$ cat config.mk
export PLATFORM = sky130hd
export DESIGN_NAME = tdc_event_builder
export DESIGN_NICKNAME = d
export VERILOG_FILES = /design/src/rtl/tdc_event_builder.sv
export SDC_FILE = /design/constraint.sdc
export NUM_CORES = 1
export LEC_CHECK = 0
export ABC_AREA = 1
export CAP_MARGIN = 20
export CORE_AREA = 2 2 268 270
export DETAILED_ROUTE_END_ITERATION = 10
export DIE_AREA = 0 0 270 272
export PLACE_DENSITY = 0.79
export SYNTH_ARGS = -nofsm -noshare
export SYNTH_HDL_FRONTEND = slang
export SYNTH_SLANG_ARGS = --single-unit
$ cat constraint.sdc
create_clock -name clk -period 10.72 [get_ports clk]
set_input_delay 3.216 -clock clk [delete_from_list [all_inputs] [get_ports clk]]
set_output_delay 3.216 -clock clk [all_outputs]
set_load 0.1 [all_outputs]
$ cat src/rtl/tdc_event_builder.sv
// TDC event builder: encodes start/stop one-hot fine codes, pairs them with the coarse
// count and queues tap-unit intervals in a small FIFO. Optional stats: TDC_EVENT_STATS_EN.

module tdc_onehot_enc #(
    parameter int N_TAPS = 172,
    parameter int IDX_W  = 8
) (
    input  logic [N_TAPS-1:0] code,
    output logic [IDX_W-1:0]  idx,
    output logic              nz,
    output logic              bubble
);
    // Downward scan so the lowest set bit is the last write.
    always_comb begin
        idx = '0;
        for (int i = N_TAPS - 1; i >= 0; i--)
            if (code[i]) idx = IDX_W'(i);
    end

    assign nz     = |code;
    assign bubble = |(code & (code - N_TAPS'(1)));
endmodule

module tdc_event_builder #(
    parameter int N_TAPS       = 172,
    parameter int IDX_W        = 8,
    parameter int COARSE_W     = 48,
    parameter int CLK_BINS     = 176,
    parameter int RES_W        = 56,
    parameter int FIFO_DEPTH   = 4,
    parameter int TIMEOUT_CLKS = 1024
) (
    input  logic                clk,
    input  logic                reset,
    input  logic [N_TAPS-1:0]   one_hot_start,
    input  logic [N_TAPS-1:0]   one_hot_stop,
    input  logic [COARSE_W-1:0] out_count,
    output logic [RES_W-1:0]    res_interval,
    output logic [2:0]          res_flags,
    output logic                res_valid,
    input  logic                res_ready,
    output logic                busy,
    output logic                overflow,
    output logic                timeout,
    output logic [15:0]         stat_events,
    output logic [15:0]         stat_errors
);
    localparam int TW = $clog2(TIMEOUT_CLKS);
    localparam int PW = $clog2(FIFO_DEPTH);

    typedef enum logic [1:0] {IDLE, WAIT_STOP, CALC, PUSH} state_t;

    typedef struct packed {
        logic [2:0]       flags;     // {neg_clamp, bubble_stop, bubble_start}
        logic [RES_W-1:0] interval;
    } res_t;

    // Index 0 = start, 1 = stop.
    logic [1:0][N_TAPS-1:0] code;
    logic [1:0][IDX_W-1:0]  idx;
    logic [1:0]             nz, bub;

    assign code = {one_hot_stop, one_hot_start};

    for (genvar g = 0; g < 2; g++) begin : g_enc
        tdc_onehot_enc #(.N_TAPS(N_TAPS), .IDX_W(IDX_W)) u_enc (
            .code(code[g]), .idx(idx[g]), .nz(nz[g]), .bubble(bub[g])
        );
    end

    state_t              state_q, state_d;
    logic [TW-1:0]       timer_q;
    logic [IDX_W-1:0]    start_idx_q, stop_idx_q;
    logic                bstart_q, bstop_q;
    logic [COARSE_W-1:0] count_q;
    res_t                calc_q;
    logic                latch_start, latch_stop, timeout_d, ovf_d, push_ok;

    always_comb begin
        state_d     = state_q;
        latch_start = 1'b0;
        latch_stop  = 1'b0;
        timeout_d   = 1'b0;
        case (state_q)
            IDLE: if (nz[0]) begin
                latch_start = 1'b1;
                if (nz[1]) begin
                    latch_stop = 1'b1;
                    state_d    = CALC;
                end else begin
                    state_d    = WAIT_STOP;
                end
            end
            WAIT_STOP: if (nz[1]) begin
                latch_stop = 1'b1;
                state_d    = CALC;
            end else if (timer_q == TW'(TIMEOUT_CLKS - 1)) begin
                timeout_d  = 1'b1;
                state_d    = IDLE;
            end
            CALC:    state_d = PUSH;
            default: state_d = IDLE;
        endcase
    end

    // One extra bit keeps the sign of a stop tap that outruns the coarse term.
    logic [RES_W:0] sum;
    logic           neg;
    assign sum = (RES_W+1)'(count_q) * (RES_W+1)'(CLK_BINS)
               + (RES_W+1)'(start_idx_q) - (RES_W+1)'(stop_idx_q);
    assign neg = sum[RES_W];

    always_ff @(posedge clk) begin
        if (!reset) begin
            state_q     <= IDLE;
            timer_q     <= '0;
            start_idx_q <= '0;
            stop_idx_q  <= '0;
            bstart_q    <= 1'b0;
            bstop_q     <= 1'b0;
            count_q     <= '0;
            calc_q      <= '0;
            timeout     <= 1'b0;
            overflow    <= 1'b0;
        end else begin
            state_q  <= state_d;
            timeout  <= timeout_d;
            overflow <= ovf_d;
            timer_q  <= (state_q == WAIT_STOP) ? timer_q + TW'(1) : '0;
            if (latch_start) begin
                start_idx_q <= idx[0];
                bstart_q    <= bub[0];
            end
            if (latch_stop) begin
                stop_idx_q <= idx[1];
                bstop_q    <= bub[1];
                count_q    <= out_count;
            end
            if (state_q == CALC)
                calc_q <= '{flags: {neg, bstop_q, bstart_q},
                            interval: neg ? '0 : sum[RES_W-1:0]};
        end
    end

    assign busy = (state_q != IDLE);

    // Storage ring feeds a registered head; occupancy counts both toward FIFO_DEPTH.
    res_t          mem [FIFO_DEPTH];
    res_t          head_q;
    logic [PW:0]   wr_ptr_q, rd_ptr_q, mem_cnt, occ;
    logic          full, pop, xfer;

    assign pop     = res_valid & res_ready;
    assign mem_cnt = wr_ptr_q - rd_ptr_q;
    assign occ     = mem_cnt + (PW+1)'(res_valid);
    assign full    = (occ == (PW+1)'(FIFO_DEPTH));
    assign push_ok = (state_q == PUSH) && (!full || pop);
    assign ovf_d   = (state_q == PUSH) && full && !pop;
    assign xfer    = (mem_cnt != '0) && (!res_valid || pop);

    always_ff @(posedge clk) begin
        if (push_ok) mem[wr_ptr_q[PW-1:0]] <= calc_q;
    end

    always_ff @(posedge clk) begin
        if (!reset) begin
            wr_ptr_q  <= '0;
            rd_ptr_q  <= '0;
            res_valid <= 1'b0;
            head_q    <= '0;
        end else begin
            if (push_ok) wr_ptr_q <= wr_ptr_q + (PW+1)'(1);
            if (xfer) begin
                head_q    <= mem[rd_ptr_q[PW-1:0]];
                rd_ptr_q  <= rd_ptr_q + (PW+1)'(1);
                res_valid <= 1'b1;
            end else if (pop) begin
                res_valid <= 1'b0;
            end
        end
    end

    assign res_interval = head_q.interval;
    assign res_flags    = head_q.flags;

`ifdef TDC_EVENT_STATS_EN
    always_ff @(posedge clk) begin
        if (!reset) begin
            stat_events <= '0;
            stat_errors <= '0;
        end else begin
            if (push_ok && stat_events != 16'hFFFF) stat_events <= stat_events + 16'd1;
            if ((ovf_d || timeout_d) && stat_errors != 16'hFFFF) stat_errors <= stat_errors + 16'd1;
        end
    end
`else
    assign stat_events = '0;
    assign stat_errors = '0;
`endif
endmodule

# ---- Yosys cells after proc, flatten, opt, wreduce, memory -nomap -nowiden
# Memory sizes are Yosys's and may differ from the RTL's. A register that Yosys moved wholly into a read port is not among the register bits.
# Index checks and enable logic that the tools add are counted.
dict set report word_totals {
  reg_bits 146
  ramBits 236
  inputBits 395
  output_inout_bits 95
  word_cells 418
  mem_count 1
}
dict set report classes {
  n_addsub 9
  multipliers 1
  eq_ne 7
  mux 360
  bitwise 5
  reduce_logical 21
}
# name depth word_bits read_ports rd_clocked_by_memory_dff wr line_no
set mem_list {}
lappend mem_list {mem 4 59 1 1 1 148} ;# res_t mem [FIFO_DEPTH];
# op count
set op_table {}
lappend op_table {{$mux 8} 344}
lappend op_table {{$reduce_or 172->1} 4}
lappend op_table {{$and 172x172->172} 2}
lappend op_table {{$sub 172x1->172 const B} 2}
lappend op_table {{$reduce_or 174->1} 1}
lappend op_table {{$add 56x8->57} 1}
lappend op_table {{$sub 57x8->57} 1}
lappend op_table {{$mux 56} 1}
lappend op_table {{$mul 48x4->52 const B} 1}
lappend op_table {{$add 10x1->10 const B} 1}
lappend op_table {{$eq 10x10->1 const B} 1}
lappend op_table {{$mux 1} 9}
lappend op_table {{$mux 2} 4}
lappend op_table {{$add 3x1->3 const B} 2}
lappend op_table {{$pmux 2 s3} 1}
lappend op_table {{$eq 2x2->1 const B} 2}
lappend op_table {{$logic_and 1x1->1} 4}
lappend op_table {{$logic_not 1->1} 4}
lappend op_table {{$reduce_and 2->1} 2}
lappend op_table {{$reduce_bool 2->1} 2}
lappend op_table {{$add 3x1->3} 1}
lappend op_table {{$eq 3x3->1 const B} 1}
lappend op_table {{$ne 3x2->1 const B} 1}
lappend op_table {{$reduce_bool 3->1} 1}
lappend op_table {{other kinds (8)} 10}

# ---- Longest topological paths before layout
# Gate-level depths: netlist of the first run.
dict set report logic_depth {
  word_depth 172
  depth_mapped 173
  mapped_depth_nobuf 173
}

# ---- Cells and area by module
# A second synthesis of the first run with hierarchy kept.
dict set report hier_totals {
  hier_cells 6151
  hier_area_um2 39023.7
}
# mod instances cells_each area_each_um2 seq_area_each_um2
set by_module_without_submodules {}
lappend by_module_without_submodules {tdc_event_builder 1 2993 25110.3 11190.7}
lappend by_module_without_submodules {tdc_onehot_enc 2 1579 6956.7 0.0}

# ---- Worst setup path after synthesis of the first run
# Ideal clock, no wire load.
dict set report synth_path {
  kind {input port to flip-flop}
  from {input port one_hot_stop[170]}
  to {register stop_idx_q[0]}
  setup_time_ns 0.128
  arrival_time_ns 10.415
  t_required_ns 10.592
  slack_ns 0.177
  path_stages 173
  path_buffers 0
  cell_sequence {inv_1 nand2_1 nand2_1 nand2_1 nand2_1 nand2_1 nand2_1 nand2_1 nand2_1 nand2_1 nand2_1 nand2_1 nand2_1 nand2_1 nand2_1 nand2_1 nand2_1 nand2_1 [... 137 more ...] nand2_1 nand2_1 nand2_1 nand2_1 nand2_1 nand2_1 nand2_1 nand2_1 nand2_1 nand2_1 nand2_1 nand2_1 nand2_1 nand2_1 nand2_1 nand2_1 nand2_1 a21oi_2}
}
dict set report synth_between {
  elab_chain_cells 171
  elab_cells_between_ends 175
  classes_between {mux: 174; reduce/logical: 1}
}
# element line_no
set synth_rtl {}
lappend synth_rtl {{from (decl)} 36} ;# input logic [N_TAPS-1:0] one_hot_stop,
lappend synth_rtl {{$mux 8 (171 in a row)} 17} ;# if (code[i]) idx = IDX_W'(i);
lappend synth_rtl {{to (signal assigned)} 135} ;# stop_idx_q <= idx[1];
lappend synth_rtl {{to (decl)} 73} ;# logic [IDX_W-1:0] start_idx_q, stop_idx_q;
# Several ways; a longest one is shown, not always the timed one.
# A chain may end at the register's enable or synchronous reset.

# ---- Worst setup path in the final report of the first run
dict set report layout_path {
  from {input port one_hot_stop[163]}
  to {register stop_idx_q[0]}
}
dict set report layout_between {
  elab_chain_cells 164
  elab_cells_between_ends 168
  classes_between {mux: 167; reduce/logical: 1}
}
# element line_no
set layout_rtl {}
lappend layout_rtl {{$mux 8 (164 in a row)} 17}
# Several ways; a longest one is shown, not always the timed one.

==> out/metrics.yaml, run 1 <==
p_per_area_nw_per_um2: 185
finalMaxSlewViolations: 0
critPathMaxStageDelay_ns: 0.51
drt-vias-per-instance: 5.27
p_switching_mw: 3.83
fin_crit_sh_pct: 106
fin_skew_ns: 0.0185
drtAntennaViolNets: 0
portBuffers: 457
max_freq_mhz: 87.9
r2r_cells: 56
ys_ff_latch: 441
cts_root_buffer: "clkbuf_16"
crit_type: "in2reg"
crit_start: "one_hot_stop[163]"
fp.dieW_um: 270
netlist_area_um2: 36400
ys_async_sr_fraction_pct: 0
outcome: "complete, but fails checks"
io_pins: 490
grt_pass1_vias: 36300
seqPwrFrac_pct: 28.5
syn_area_per_cell_um2: 6.42
route.vias.total: 37900
routed_wl_mm: 134
cap_violations: 0
synth-edff-count: 236
timing.rr.start: "count_q[3]$_SDFFE_PN0P_"
synthCells: 5667
grt_usage_pct: 35.5
path_clk_slew_ns: 0.06
final_nets: 6796
relSlewSlack_pct: 24.0
holdBufCountCts: 0
worstMarginPinSlew_ns: 1.14
synthTopCellsByArea: "edfxtp_1 (19%), inv_1 (14%), nor2_1 (13%)"
violations: "negative setup slack"
die_area_um2: 73400
placed_cell_area_um2: 42500
antenna_found_initial: 16
dr.first_iter.drc_count: 3210
cts.sinks: 441
rsz0062_at_grt: "true"
ctsHtreeMaxLevel: 2
cp_max_fo: 2
final_core_util_pct: 62.2
setup-violations-final: 2
p_comb_share_pct: 52.7
fin_area_um2: 44000
critical_path_arrival_ns: 11.86
dp_hpwl_mm: 108
die_h_um: 272
layout_setup_ws_ns: -0.657
hold_violations: 0
multi_input_area_um2: 19100
swShare_pct: 47.1
tritoncts: "yes"
area_growth_pct: 20.9
drive_gt1_share_pct: 4.36
power_mw: 8.12
r2r_setup_slack_ns: 1.59
clk_path_buf_depth: 3
ir_worst_vdd_v: 0.000291
worst_hold_path_type: "reg2reg"
worstSetupEndpointType: "register"
cpMostUsedCell: "nand2_1"
synth_cell_types: 58
place_ws_ns: -1.71
r2r_end: "calc_q[54]$_SDFFE_PN0N_"
wire_per_inst_um: 18.6
seq_area_um2: 11200
grt_first_pass_wirelength_mm: 203
period_minus_slack_ns: 11.38
required_ns: 11.20
leakage_nw: 18.9
yosys_warnings: 0
finalWeightedCongestion: 1.07
grt_max_degree: 94
cts_buffers: 41
pwr-share-clk_pct: 18.8
synth_top_area_share_pct: 19.5
drc: 0
crit_path_end: "stop_idx_q[0]$_SDFFE_PN0P_"
rows: 98
yosysTopAreaCell: "edfxtp_1"
synth_flop_cell: "edfxtp_1"
internal-power_mw: 4.29
crit_slowest_cell: "clkdlybuf4s50_1"
fill_cells: 6765
drt_first_pass_iters: 6
overflow: 0
yosysSeqAreaShare_pct: 30.7
whs_ns: 0.448
initial_utilization_pct: 51.5
clk_latency_ns: 0.57
fp.coreArea_um2: 70800
start_kind: "input port"
flip-flops by register name, indices dropped and copies added, names as in the netlist, 8 cells and up:
name          flops
start_idx_q       8
timer_q          10
count_q          48
calc_q           59
mem             236
res_interval     56
stop_idx_q        8
synthesized netlist by cell type, types with 5 or more instances:
master / number
fa_1: 51
nor3_1: 80
dfxtp_1: 205
bufinv_8: 23
buf_1: 5
a31oi_1: 82
edfxtp_1: 236
inv_2: 36
ha_1: 168
o22ai_1: 23
nor2_1: 1247
clkbuf_1: 87
a221oi_1: 14
a2111oi_0: 11
xnor2_1: 15
nor4_1: 51
a21oi_1: 328
buf_4: 32
o2111ai_1: 9
o211ai_1: 15
o21bai_1: 7
a211oi_1: 14
xor2_1: 89
o21ai_1: 56
inv_1: 1374
nand2_1: 771
o31ai_1: 15
nand3_1: 145
nand4_1: 55
o21ai_0: 369
metrics by stage:
stage          instances  TNS, ns
6_report            7177    -1.27
5_1_grt             7175    -4.50
4_1_cts             7163    -1.30
3_5_place_dp        7087    -3.23
3_3_place_gp        7087    -3.15
2_1_floorplan       5698        0
logic make-up (layout without fill, tap and decap cells):
| kind of cell | count (synthesis) | count (layout) | synth area share (%) |
|---|---|---|---|
| buffers and inverters | 1564 | 2080 | 17.4 |
| DFF | 441 | 441 | 30.7 |
| xor gates and xnor gates | 104 | 104 | 2.50 |
| other | 1 | 45 | 0.0103 |
| and+or+nand+nor | 2361 | 2361 | 26.0 |
| AOI/OAI and AO/OA | 977 | 977 | 14.8 |
| adders and majority gates | 219 | 219 | 8.58 |
area by class of cell:
cell class                 instances  area share [%]
tap                              950            2.70
antenna                           13          0.0739
clock buffer                      54            2.58
multi-input combinational       3693            43.4
inverter                        1437            13.0
timing repair buffer             568            12.2
sequential                       441            25.4
clock inverter                    21           0.620
power groups by stage:
stage          clock (mW)  sequential (mW)  combinational [mW]
3_5_place_dp            0             2.34                4.18
3_3_place_gp            0             2.33                4.12
4_1_cts              1.54             2.31                4.23
6_report             1.53             2.31                4.28
2_1_floorplan           0             2.88                2.41
5_1_grt              1.60             2.34                4.67
timing repair:
action / CTS / global route
gates cloned: 0 / 0
endpoints found under the hold margin: 0 / 0
endpoints found under the setup margin: 2 / 2
gates resized for setup: 51 / 10
setup buffers: 1 / 1
pin swaps: 35 / 44
layer usage:
| metal | wire, um | vias up | share of wire (%) | GRT usage (%) |
|---|---|---|---|---|
| li1 | - | 18700 | - | - |
| met1 | 54400 | 17300 | 41 | 44.4 |
| met2 | 61500 | 1489 | 46 | 59.6 |
| met3 | 9080 | 333 | 6.8 | 4.49 |
| met4 | 8620 | 8 | 6.5 | 19.6 |
| met5 | 54 | - | 0.040 | 0 |
worst min path at each step:
stage                               start                     to  cells after the start
finish              timer_q[0]$_SDFF_PN0_  timer_q[0]$_SDFF_PN0_                      1
global route        timer_q[0]$_SDFF_PN0_  timer_q[0]$_SDFF_PN0_                      1
CTS                 timer_q[0]$_SDFF_PN0_  timer_q[0]$_SDFF_PN0_                      1
detailed placement  timer_q[0]$_SDFF_PN0_  timer_q[0]$_SDFF_PN0_                      1
global placement    timer_q[0]$_SDFF_PN0_  timer_q[0]$_SDFF_PN0_                      1
floorplan           timer_q[0]$_SDFF_PN0_  timer_q[0]$_SDFF_PN0_                      1
placed cells by master (no fill, tap or decap), types with 8 or more instances in the layout:
cell type	netlist	final
bufinv_8	23	23
edfxtp_1	236	236
clkbuf_16	0	41
buf_4	32	111
o2111ai_1	9	9
conb_1	1	32
nor4_1	51	51
a221oi_1	14	14
nand4_1	55	55
o211ai_1	15	15
xnor2_1	15	15
fa_1	51	51
clkdlybuf4s50_1	0	439
a31oi_1	82	82
a211oi_1	14	14
nor2_1	1247	1243
a2111oi_0	11	11
o21ai_0	369	369
ha_1	168	168
o31ai_1	15	15
nor3_1	80	80
nand3_1	145	145
o22ai_1	23	23
nand2_1	771	763
clkinv_1	4	8
dfxtp_1	205	203
inv_1	1374	1367
xor2_1	89	89
o21ai_1	56	56
diode_2	0	13
a21oi_1	328	326
inv_2	36	42
critical path: cells and delay by family:
kind	cells	cell delay [ns]
AOI/OAI and AO/OA	1	0.11
buffers and inverters	2	0.55
and+or+nand+nor	164	7.94
(Power assumes the default switching activity.)
==> inputs of run 2 (changes only) <==
GPL_TIMING_DRIVEN = 1   (was default)
==> results of run 2 <==
The final DEF is identical to that of run 1; final timing and power are the same.
